[config.mk]
export PLATFORM = sky130hd
export DESIGN_NAME = if_stage
export DESIGN_NICKNAME = d
export VERILOG_FILES = /design/src/rtl/core_pkg.sv /design/src/rtl/if_stage_ifid_reg.sv /design/src/rtl/if_stage.sv
export SDC_FILE = /design/constraint.sdc
export NUM_CORES = 1
export LEC_CHECK = 0
export ABC_AREA = 1
export CORE_ASPECT_RATIO = 0.75
export CORE_MARGIN = 3
export CORE_UTILIZATION = 49
export CTS_BUF_LIST = sky130_fd_sc_hd__clkbuf_16
export CTS_CLUSTER_DIAMETER = 120
export DETAILED_ROUTE_END_ITERATION = 8
export MAX_ROUTING_LAYER = met4
export PLACE_DENSITY_LB_ADDON = 0.25
export SYNTH_ARGS = -nofsm -noshare
export SYNTH_HDL_FRONTEND = slang
export SYNTH_SLANG_ARGS = --single-unit
[constraint.sdc]
create_clock -name clk -period 2.8 [get_ports clk]
set_input_delay 0.56 -clock clk [delete_from_list [all_inputs] [get_ports clk]]
set_output_delay 0.56 -clock clk [all_outputs]
set_load 0.05 [all_outputs]
[src/rtl/core_pkg.sv]
// Shared RV32I core definitions: data width, fixed encodings, fetch FSM states and the IF/ID payload.
package core_pkg;

    localparam int unsigned XLEN = 32;

    localparam logic [XLEN-1:0] NOP_INSTR    = 32'h0000_0013;
    localparam logic [XLEN-1:0] EBREAK_INSTR = 32'h0010_0073;

    typedef enum logic {
        RUN  = 1'b0,
        HALT = 1'b1
    } fetch_state_t;

    typedef struct packed {
        logic [XLEN-1:0] pc;
        logic [XLEN-1:0] pc_plus4;
        logic [XLEN-1:0] instr;
        logic            valid;
    } ifid_t;

endpackage

[src/rtl/if_stage_ifid_reg.sv]
// IF/ID pipeline register. Flush inserts a bubble and keeps the PC fields. Load captures a fetched instruction.
// With neither flush nor load, the register holds its value.
module ifid_reg
    import core_pkg::*;
#(
    parameter logic [31:0] NOP = NOP_INSTR
) (
    input  logic        clk,
    input  logic        Resetn,
    input  logic        load_i,
    input  logic        flush_i,
    input  logic [31:0] pc_i,
    input  logic [31:0] instr_i,
    output logic [31:0] pc_o,
    output logic [31:0] pc_plus4_o,
    output logic [31:0] instr_o,
    output logic        valid_o
);

    ifid_t q;

    always_ff @(posedge clk) begin
        if (!Resetn) begin
            q.pc       <= '0;
            q.pc_plus4 <= '0;
            q.instr    <= NOP;
            q.valid    <= 1'b0;
        end else if (flush_i) begin
            q.instr    <= NOP;
            q.valid    <= 1'b0;
        end else if (load_i) begin
            q.pc       <= pc_i;
            q.pc_plus4 <= pc_i + XLEN'(4);
            q.instr    <= instr_i;
            q.valid    <= 1'b1;
        end
    end

    assign pc_o       = q.pc;
    assign pc_plus4_o = q.pc_plus4;
    assign instr_o    = q.instr;
    assign valid_o    = q.valid;

endmodule

[src/rtl/if_stage.sv]
// RV32I instruction-fetch stage: owns pc_q, feeds zero-latency imem, fills IF/ID, handles stall/redirect/EBREAK halt.
// Defining IF_STAGE_PERF_CNT_EN adds the fetch/stall/flush performance counters.
module if_stage
    import core_pkg::*;
#(
    parameter logic [31:0] RESET_PC     = 32'h0000_0000,
    parameter logic [31:0] NOP          = NOP_INSTR,
    parameter logic [31:0] EBREAK       = EBREAK_INSTR
) (
    input  logic        clk,
    input  logic        Resetn,
    input  logic        stall_i,
    input  logic        redirect_valid_i,
    input  logic [31:0] redirect_pc_i,
    output logic [31:0] imem_pc_o,
    input  logic [31:0] imem_instr_i,
    output logic [31:0] ifid_pc_o,
    output logic [31:0] ifid_pc_plus4_o,
    output logic [31:0] ifid_instr_o,
    output logic        ifid_valid_o,
    output logic        misalign_o,
    output logic        halted_o
`ifdef IF_STAGE_PERF_CNT_EN
    ,
    output logic [31:0] perf_fetch_o,
    output logic [31:0] perf_stall_o,
    output logic [31:0] perf_flush_o
`endif
);

    logic [XLEN-1:0] pc_q;
    fetch_state_t    state_q;
    logic            load_c;
    logic            flush_c;
    logic            ebreak_c;

    // Redirect beats stall. An unstalled HALT cycle keeps IF/ID filled with bubbles.
    always_comb begin
        load_c  = 1'b0;
        flush_c = 1'b0;
        if (redirect_valid_i) begin
            flush_c = 1'b1;
        end else if (!stall_i) begin
            if (state_q == RUN) load_c  = 1'b1;
            else                flush_c = 1'b1;
        end
    end

    assign ebreak_c = (imem_instr_i == EBREAK);

    always_ff @(posedge clk) begin
        if (!Resetn) begin
            pc_q       <= RESET_PC;
            state_q    <= RUN;
            misalign_o <= 1'b0;
        end else begin
            misalign_o <= redirect_valid_i && (redirect_pc_i[1:0] != 2'b00);
            if (redirect_valid_i) begin
                pc_q    <= {redirect_pc_i[31:2], 2'b00};
                state_q <= RUN;
            end else if (load_c) begin
                if (ebreak_c) state_q <= HALT;
                else          pc_q    <= pc_q + XLEN'(4);
            end
        end
    end

    assign imem_pc_o = pc_q;
    assign halted_o  = (state_q == HALT);

    ifid_reg #(.NOP(NOP)) u_ifid_reg (
        .clk        (clk),
        .Resetn     (Resetn),
        .load_i     (load_c),
        .flush_i    (flush_c),
        .pc_i       (pc_q),
        .instr_i    (imem_instr_i),
        .pc_o       (ifid_pc_o),
        .pc_plus4_o (ifid_pc_plus4_o),
        .instr_o    (ifid_instr_o),
        .valid_o    (ifid_valid_o)
    );

`ifdef IF_STAGE_PERF_CNT_EN
    always_ff @(posedge clk) begin
        if (!Resetn) begin
            perf_fetch_o <= '0;
            perf_stall_o <= '0;
            perf_flush_o <= '0;
        end else begin
            if (load_c)                         perf_fetch_o <= perf_fetch_o + XLEN'(1);
            if (stall_i && !redirect_valid_i)   perf_stall_o <= perf_stall_o + XLEN'(1);
            if (redirect_valid_i)               perf_flush_o <= perf_flush_o + XLEN'(1);
        end
    end
`endif

endmodule
==> results of run 1 <==
layout by cell type, fill, tap and decap left out, types with 9 or more instances in the layout:
master,netlist,routed
o211ai_1,22,22
inv_1,82,82
nor2_1,160,160
clkdlybuf4s50_1,0,190
o21ai_1,9,9
a21oi_1,50,50
buf_4,9,10
nand3_1,36,36
clkbuf_16,0,17
o21ai_0,79,79
nand2_1,212,212
dfxtp_1,125,125
worst max-delay path by stage:
stage / end / depth (start not counted)
floorplan: imem_pc_o[22] / 12
global placement: imem_pc_o[23] / 11
detailed placement: imem_pc_o[14] / 11
CTS: imem_pc_o[6] / 1
global route: imem_pc_o[27] / 1
finish: imem_pc_o[6] / 1
power groups by stage:
| stage | Sequential [mW] | Clock (mW) | Combinational, mW |
|---|---|---|---|
| floorplan | 2.31 | 0 | 0.289 |
| global placement | 1.99 | 0 | 0.964 |
| detailed placement | 1.99 | 0 | 0.971 |
| CTS | 1.95 | 2.24 | 0.981 |
| global route | 1.97 | 2.32 | 1.05 |
| finish | 1.96 | 2.23 | 0.981 |
cells by family (layout without fill, tap and decap cells):
family | after synthesis | count (layout)
other | 1 | 6
and+or+nand+nor | 439 | 439
adders and majority gates | 1 | 1
buffers and inverters | 134 | 319
AOI/OAI and AO/OA | 162 | 162
xor gates and xnor gates | 7 | 7
DFF | 125 | 125
synth_stat cells (all sizes together):
cell type and number:
a21oi 51, and2 4, buf 25, clkbuf 24, conb 1, dfxtp 125
ha 1, inv 85, nand2 217, nand3 36, nand3b 5, nand4 1
nor2 173, nor3 3, o211ai 22, o21ai 88, o31ai 1, xnor2 1
xor2 6
sequential cells by signal (all words and copies together) (netlist names):
register	count
imem_pc_o	30
u_ifid_reg.pc_o	30
u_ifid_reg.valid_o	1
misalign_o	1
u_ifid_reg.instr_o	32
halted_o	1
u_ifid_reg.pc_plus4_o	30
layer usage:
| metal | GRT usage [%] | vias to the layer above |
|---|---|---|
| met5 | - | - |
| met4 | 7.18 | 0 |
| met3 | 7.73 | 25 |
| met1 | 38.2 | 2819 |
| met2 | 43.5 | 278 |
| li1 | - | 3093 |
through the flow:
stage	total power, mW	setup WS, ps	util [%]	hold WS [ps]
floorplan	2.60	814	-	689
global placement	2.95	409	69.2	455
detailed placement	2.96	349	69.2	460
CTS	5.18	447	74.5	468
global route	5.34	403	74.5	506
finish	5.17	451	74.5	473
cell type report:
class                           count  area (um2)  share of cell area [%]
Clock buffer                       17         425                    5.07
Clock inverter                     15         171                    2.04
Inverter                           85         319                    3.80
Multi-Input combinational cell    615        2800                    33.3
Sequential cell                   125        2500                    29.8
Tap cell                          157         196                    2.34
Timing Repair Buffer              202        1990                    23.7
worst register-to-register path, stage by stage, from the launching register on:
cell	delay [ps]
dfxtp_1	430
ha_1	290
nand2_1	90
nor2_2	160
nand2_4	150
nor2_2	250
nand2_1	80
nand2_1	60
nand2_1	50
inv_1	80
nor2_1	50
nor2_1	120
nor2_1	40
==> results by group, run 1 <==
Logic synthesis
  • Post-synthesis compound-gate area fraction: 14.9%
  • Post-Syn Instances: 869
  • Area contributors post-synth: dfxtp_1 43%, nand2_1 14%, nor2_1 10%
  • Post-synthesis adder-cell area fraction: 0.214%
  • Yosys warnings: 0
  • Synth area leader: dfxtp_1
  • Synth top area share: 42.9%
  • Post-Synth Simple-Gate Area: 31.2%
  • Netlist cell types: 28
  • Syn avg cell area: 6.72 um2
  • Largest family of logic cells by synthesized area: simple AND/OR/NAND/NOR gates
  • Mux contribution to synthesized area: 0%
  • Post-Syn Area: 5840 um2
  • Synth Register Bits: 125
  • Synth Area in XOR/XNOR: 1.05%
  • Seq/Total Area, Yosys: 42.9%

Critical path
  • CP bufs+invs: 1
  • Worst Setup SP: imem_pc_o[6]
  • Crit-path slowest cell: clkdlybuf4s50_1
  • Critical path arrival: 1790 ps
  • Crit Reg-Reg Startpoint: imem_pc_o[2]
  • Setup crit end kind: output pin
  • CP cell instances: clkdlybuf4s50_1
  • Worst R2R Path Depth: 12
  • Crit Path Max Fanout: 6
  • R2R Path End: imem_pc_o[30]
  • Critical path class: reg -> out
  • Cell family with most CP delay: buffers and inverters
  • Max incr delay on CP: 890 ps
  • CP Launch Type: flop
  • Required @ worst endpoint: 2240 ps
  • R2R setup slack: 840 ps

Drt
  • Pre-antenna DRT Iters: 5
  • Vias per inst: 5.11
  • Max layer used: met4
  • WL final: 18300 um
  • Routed via count: 6215
  • DR WL met3: 1620 um
  • Post-route ant nets: 0
  • 1st-iter DRT viols: 495
  • Metal2 WL: 7870 um
  • Drt wl/cell: 15.1 um
  • DRC: 0
  • Met1 WL: 8560 um

Power and ir drop
  • Clock power frac: 43.2%
  • Leak: 3.57 nW
  • Sw Share: 30.3%
  • P_sw: 1.56 mW
  • Peak supply drop: 0.000460 V
  • Combinational share of power: 19.0%
  • Seq pwr share: 37.8%
  • Pint: 3.61 mW
  • PwrDens: 616 nW/um2

STA
  • Achievable Freq: 426 MHz
  • Tmin final: 2350 ps
  • Unrepaired setup endpoints after global routing: no
  • Setup violations, final: 0
  • Fin Clk Skew: 7.84 ps
  • Slew at the pin closest to its max-slew limit: 775 ps
  • Worst slew margin: 48.3%
  • TNS Setup: 0 ps
  • Final Cycle Share: 83.9%
  • Final Hold Vio Count: 0
  • Pins Over Slew Limit: 0

Die
  • Cell Rows: 33
  • Initial Util: 51.8%
  • DIE WIDTH: 132 um
  • Core box area: 11300 um2
  • Die height: 101 um
  • I/O Pins: 199
  • Die area: 13300 um2

Global route
  • Initial antenna violation count: 0
  • Vias in the first global route: 5899
  • GR Overflow Total: 0
  • Largest net degree at the start of global routing: 61
  • Gr usage total: 28.6%
  • First-pass GRT wire length: 29800 um

Min path
  • Worst hold-check path type: reg -> reg
  • WHS Endpoint: u_ifid_reg.pc_plus4_o[2]
  • Hold Path Stages: 2
  • Worst hold start: u_ifid_reg.pc_plus4_o[2]

Clock tree
  • Post-CTS Hold Fix Bufs: 0
  • Clk slew on worst S/H paths: 60 ps
  • CTS Sinks: 125
  • CTS Buf Count: 17
  • Clk_lat worst skew: 410 ps
  • Post-CTS setup buffer count: 0
  • CTS tree: done
  • H-tree Lvls: 4
  • Max Root-Sink Buffers: 2
  • CTS resizes: 0
  • CTS root buffer: clkbuf_16

Final layout
  • Diodes inserted: 0
  • Final cell count without fillers: 1216
  • Area Overhead vs Synth: 43.8%
  • Design area: 8400 um2
  • Fill cells: 907
  • Final nets: 1115
  • Layout cells sized above 1: 5.95%

Placement
  • Placed cell areas: 7800 um2
  • IO buf count: 192
  • Post-DP HPWL: 12600 um
  • Routability congestion estimate: 0.933
  • Placed cells: 1184

Run status
  • Status: finished, final reports clean

Job
  • Max cap viols: 0
Note: power is estimated with default switching activity, not from simulation.
==> run 2: changes to the inputs <==
Settings changed: CORE_UTILIZATION 49 to 46.
Clock period 2.8 ns to 2.2 ns, I/O delays scaled along.
==> run 2 against run 1 <==
Effect of this change: global-route usage is 1.8 points lower; register-to-register slack got worse by 610 ps; highest routed layer unchanged; power increased by 32%; sequential cell count did not move; sequential power up 27%; die area is 6.2% higher; non-clock buffer count grew 10; clock power increased by 38%; cell count grew 1.2%; first-iteration DRC count increased by 9.7%; routed wire length up 0.93%; critical endpoint is now imem_pc_o[15].
==> results by group, run 2 (same netlist as run 1, synthesis figures left out) <==
Critical path
  • CP Launch Type: flop
  • Required @ worst endpoint: 1760 ps (-480 ps)
  • CP bufs+invs: 1 (unchanged)
  • Crit-path slowest cell: clkdlybuf4s50_1
  • Setup crit end kind: output pin
  • Critical path class: reg -> out
  • Max incr delay on CP: 850 ps (-40 ps)
  • Crit Path Max Fanout: 6 (unchanged)
  • Critical path arrival: 1710 ps (-80 ps)
  • CP cell instances: clkdlybuf4s50_1
  • Cell family with most CP delay: buffers and inverters
  • R2R setup slack: 230 ps (-610 ps)

STA
  • Fin Clk Skew: 5.68 ps (-2.15 ps)
  • Hold_ws: 415 ps (-58.6 ps)
  • TNS Setup: 0 ps (unchanged)
  • Slew at the pin closest to its max-slew limit: 607 ps (-168 ps)
  • Achievable Freq: 465 MHz
  • Tmin final: 2150 ps
  • Pins Over Slew Limit: 0 (unchanged)
  • Setup violations, final: 0 (unchanged)
  • Final Hold Vio Count: 0 (unchanged)
  • Final Cycle Share: 97.9%
  • Unrepaired setup endpoints after global routing: no
  • Worst slew margin: 59.4% (+11 points)

Drt
  • 1st-iter DRT viols: 543 (+9.7%)
  • Drt wl/cell: 15.0 um (-0.30%)
  • WL final: 18500 um (+0.93%)
  • DRC: 0 (unchanged)
  • Pre-antenna DRT Iters: 5 (unchanged)
  • Post-route ant nets: 0 (unchanged)
  • Routed via count: 6135 (-1.3%)
  • Vias per inst: 4.98 (-2.5%)

Placement
  • Routability congestion estimate: 0.953 (+2.2%)
  • Placed cell areas: 7930 um2 (+1.7%)
  • Post-DP HPWL: 13100 um (+3.6%)
  • IO buf count: 192 (unchanged)

Power and ir drop
  • Pint: 4.85 mW (+34%)
  • Combinational share of power: 18.7% (-0.3 points)
  • Sw Share: 29.0% (-1.2 points)
  • Clock power frac: 44.9% (+1.7 points)
  • PwrDens: 794 nW/um2 (+29%)
  • P_sw: 1.98 mW (+27%)
  • Peak supply drop: 0.000730 V (+59%)
  • Leak: 3.83 nW (+7.3%)
  • Seq pwr share: 36.4% (-1.4 points)

Clock tree
  • Clk slew on worst S/H paths: 60 ps (about the same)
  • CTS resizes: 0 (unchanged)
  • Post-CTS Hold Fix Bufs: 0 (unchanged)
  • Max Root-Sink Buffers: 2 (unchanged)
  • CTS Buf Count: 17 (unchanged)
  • CTS Sinks: 125 (unchanged)
  • CTS root buffer: clkbuf_16
  • Post-CTS setup buffer count: 0 (unchanged)
  • CTS tree: done
  • Clk_lat worst skew: 410 ps (about the same)
  • H-tree Lvls: 4 (unchanged)

Final layout
  • Layout cells sized above 1: 6.92% (+0.97 points)
  • Max reg flops: 32 (unchanged)
  • Diodes inserted: 0 (unchanged)
  • Commonest non-fill, non-tap cell in the layout: nand2_1
  • Area Overhead vs Synth: 47.4%
  • Design area: 8600 um2 (+2.5%)
  • Final nets: 1125 (+0.90%)
  • Commonest non-fill, non-tap cells in the layout: 212 x nand2_1, 180 x clkdlybuf4s50_1, 160 x nor2_1, 125 x dfxtp_1, 83 x inv_1

Die
  • Core box area: 12000 um2 (+6.4%)
  • Die area: 14100 um2 (+6.2%)
  • Die height: 104 um (+3.0%)
  • I/O Pins: 199 (unchanged)
  • DIE WIDTH: 136 um (+3.1%)
  • Initial Util: 48.7% (-3.1 points)
  • Cell Rows: 34 (+3.0%)

Global route
  • First-pass GRT wire length: 29600 um (-0.86%)
  • Gr usage total: 26.8% (-1.8 points)
  • Largest net degree at the start of global routing: 61 (unchanged)
  • Initial antenna violation count: 0 (unchanged)
  • GR Overflow Total: 0 (unchanged)
  • Vias in the first global route: 5728 (-2.9%)

Run status
  • Status: finished, final reports clean

Min path
  • Worst hold-check path type: in -> reg

Job
  • Max cap viols: 0 (unchanged)
## run 2: cell count changes in the layout (fill, tap and decap cells not counted), sizes merged
cell,before,now
buf,12,22
bufinv,3,5
clkdlybuf4s50,190,180
clkinvlp,4,2
dlymetal6s2s,0,10
## run 2: final timing paths
path / from / depth (start not counted) / end
setup reg to reg: imem_pc_o[3] / 12 / imem_pc_o[30]
hold reg to reg: u_ifid_reg.instr_o[4] / 2 / u_ifid_reg.instr_o[4]
hold / removal: Resetn / 5 / imem_pc_o[2]
setup / recovery: imem_pc_o[15] / 1 / imem_pc_o[15]
## run 2: cell type report
cell class / instances / area [um2]
well taps: 162 / 203
flip-flops and latches: 125 / 2500
fillers: 1010 / 3390
clock inverters: 15 / 221
clock buffers: 17 / 425
multi-input cells: 615 / 2800
repair buffers: 212 / 2140
inverters: 85 / 319
## run 2: per-stage QoR
| step | utilization, % | instances | total power [mW] | worst slack [ps] |
|---|---|---|---|---|
| after global placement | 66.1 | 1199 | 3.79 | 30.7 |
| after floorplan | - | 874 | 3.31 | 214 |
| after detailed placement | 66.1 | 1199 | 3.80 | 36.1 |
| after CTS | 71.5 | 1231 | 6.85 | 8.07 |
| final | 71.7 | 1231 | 6.83 | 47.2 |
| after global routing | 71.7 | 1231 | 7.06 | 4.15 |
## run 2: power by group through the flow
stage / clock network (mW) / registers (mW) / logic (mW)
after global routing: 3.20 / 2.50 / 1.36
final: 3.07 / 2.48 / 1.28
after floorplan: 0 / 2.94 / 0.368
after CTS: 3.09 / 2.48 / 1.28
after detailed placement: 0 / 2.53 / 1.27
after global placement: 0 / 2.53 / 1.26
## run 2: layer usage
| metal | share of wire (%) | wire length [um] | track usage, % | up-vias |
|---|---|---|---|---|
| li1 | - | - | - | 3128 |
| met1 | 48 | 8910 | 39.0 | 2744 |
| met2 | 42 | 7800 | 36.9 | 247 |
| met3 | 8.6 | 1590 | 7.46 | 16 |
| met4 | 0.92 | 170 | 5.90 | 0 |
| met5 | 0 | 0 | - | - |
==> run 3: changes to the inputs <==
Settings changed: PLACE_DENSITY set to 0.81, PLACE_DENSITY_LB_ADDON 0.25 to not set.
==> run 3 against run 2 <==
Effect of this change: die area stayed put; cell count is essentially flat; routed wire length is 3.6% higher; largest cell class unchanged; sequential share of layout area shrank 0.055 points; sequential power hardly changed; worst setup slack improved by 4.3 ps; sequential cell count is the same.
==> results by group, run 3 (same netlist as run 1, synthesis figures left out) <==
Run status
  • Status: finished, final reports clean

STA
  • Fin Clk Skew: 7.94 ps (+2.26 ps)
  • Unrepaired setup endpoints after global routing: no
  • Tmin final: 2150 ps (-4.29 ps)
  • Setup violations, final: 0 (unchanged)
  • Slew at the pin closest to its max-slew limit: 609 ps (+1.97 ps)
  • Achievable Freq: 465 MHz (+0.20%)
  • Pins Over Slew Limit: 0 (unchanged)
  • Worst setup margin: 51.5 ps (+4.29 ps)
  • Worst slew margin: 59.4% (about the same)
  • TNS Setup: 0 ps (unchanged)
  • Final Hold Vio Count: 0 (unchanged)
  • Final Cycle Share: 97.7% (-0.19 points)

Critical path
  • Critical path arrival: 1710 ps (about the same)
  • Max incr delay on CP: 850 ps (about the same)
  • Critical path class: reg -> out
  • Cell family with most CP delay: buffers and inverters
  • CP bufs+invs: 1 (unchanged)
  • CP cell instances: clkdlybuf4s50_1
  • Crit Path Max Fanout: 6 (unchanged)
  • Setup crit end kind: output pin
  • Crit-path slowest cell: clkdlybuf4s50_1
  • CP Launch Type: flop
  • Required @ worst endpoint: 1760 ps (about the same)

Drt
  • WL final: 19100 um (+3.6%)
  • Drt wl/cell: 15.6 um (+3.7%)
  • 1st-iter DRT viols: 574 (+5.7%)
  • DRC: 0 (unchanged)
  • Pre-antenna DRT Iters: 6 (+1)
  • Vias per inst: 5.11 (+2.4%)
  • Post-route ant nets: 0 (unchanged)
  • Routed via count: 6280 (+2.4%)

Global route
  • First-pass GRT wire length: 30800 um (+4.3%)
  • Vias in the first global route: 5927 (+3.5%)
  • Gr usage total: 28.1% (+1.3 points)
  • Initial antenna violation count: 0 (unchanged)
  • Largest net degree at the start of global routing: 93 (+52%)
  • GR Overflow Total: 0 (unchanged)

Die
  • Cell Rows: 34 (unchanged)
  • Die area: 14100 um2 (unchanged)
  • I/O Pins: 199 (unchanged)
  • Die height: 104 um (unchanged)
  • Initial Util: 48.7% (unchanged)
  • Core box area: 12000 um2 (unchanged)
  • DIE WIDTH: 136 um (unchanged)

Final layout
  • Max reg flops: 32 (unchanged)
  • Design area: 8620 um2 (+0.19%)
  • Commonest non-fill, non-tap cell in the layout: nand2_1
  • Fill cells: 1013 (+0.30%)
  • Final cell count without fillers: 1230 (-0.081%)
  • Area of the multi-input gates: 2800 um2 (unchanged)
  • Fin util: 71.9% (+0.14 points)
  • Diodes inserted: 0 (unchanged)
  • Final nets: 1124 (-0.089%)
  • Layout cells sized above 1: 7.02% (+0.10 points)
  • Sequential Area: 2500 um2 (unchanged)
  • Area Overhead vs Synth: 47.7%
  • Commonest non-fill, non-tap cells in the layout: 212 x nand2_1, 182 x clkdlybuf4s50_1, 160 x nor2_1, 125 x dfxtp_1, 83 x inv_1

Min path
  • Worst hold-check path type: in -> reg

Placement
  • Placed cells: 1198 (-0.083%)
  • Pre-CTS setup slack: 54.9 ps (+18.8 ps)
  • Routability congestion estimate: 0.901 (-5.5%)
  • Post-DP HPWL: 13300 um (+1.8%)
  • Placed cell areas: 7940 um2 (about the same)
  • IO buf count: 192 (unchanged)

Clock tree
  • CTS Buf Count: 17 (unchanged)
  • H-tree Lvls: 4 (unchanged)
  • Post-CTS setup buffer count: 0 (unchanged)
  • CTS Sinks: 125 (unchanged)
  • Max Root-Sink Buffers: 2 (unchanged)
  • Clk_lat worst skew: 410 ps (about the same)
  • CTS root buffer: clkbuf_16
  • Clk slew on worst S/H paths: 60 ps (about the same)
  • CTS tree: done

Power and ir drop
  • Peak supply drop: 0.000563 V (-23%)
  • Leak: 3.78 nW (-1.3%)
  • PwrDens: 807 nW/um2 (+1.7%)

Job
  • Max cap viols: 0 (unchanged)
[run 3: power by group]
part / switching [mW] / internal (mW)
logic: 0.836 / 0.449
registers: 0.0961 / 2.39
clock network: 1.07 / 2.12
total: 2.00 / 4.96
[run 3: cell type report]
class / instances / share of cell area, %
well taps: 162 / 2.35
clock inverters: 15 / 2.86
multi-input cells: 615 / 32.4
clock buffers: 17 / 4.93
inverters: 85 / 3.70
flip-flops and latches: 125 / 29.0
repair buffers: 211 / 24.7
[run 3: what timing repair did]
| item | 4_1_cts | 5_1_grt |
|---|---|---|
| endpoints found under the setup margin | 1 | 6 |
| gates resized for setup | 1 | 6 |
| hold buffers | 0 | 0 |
| pin swaps | 0 | 0 |
| endpoints found under the hold margin | 0 | 0 |
[run 3: final timing paths]
kind | cells past startpoint | from | to | slack (ps)
max | 1 | imem_pc_o[12] | imem_pc_o[12] | 50
min | 2 | redirect_valid_i | halted_o | 390
max reg2reg | 12 | imem_pc_o[2] | imem_pc_o[30] | 230
min reg2reg | 2 | u_ifid_reg.instr_o[1] | u_ifid_reg.instr_o[1] | 470
[run 3: layer usage]
metal | vias to the layer above | part of all wire, % | track usage [%]
li1 | 3112 | - | -
met1 | 2858 | 44 | 38.9
met4 | 0 | 1.1 | 6.19
met3 | 18 | 9.9 | 7.95
met5 | - | 0 | -
met2 | 292 | 45 | 41.1
[run 3: per-stage QoR]
step	total power [mW]	hold slack [ps]
floorplan	3.31	575
global placement	3.79	450
detailed placement	3.80	456
CTS	6.99	384
global route	7.19	386
finish	6.96	394
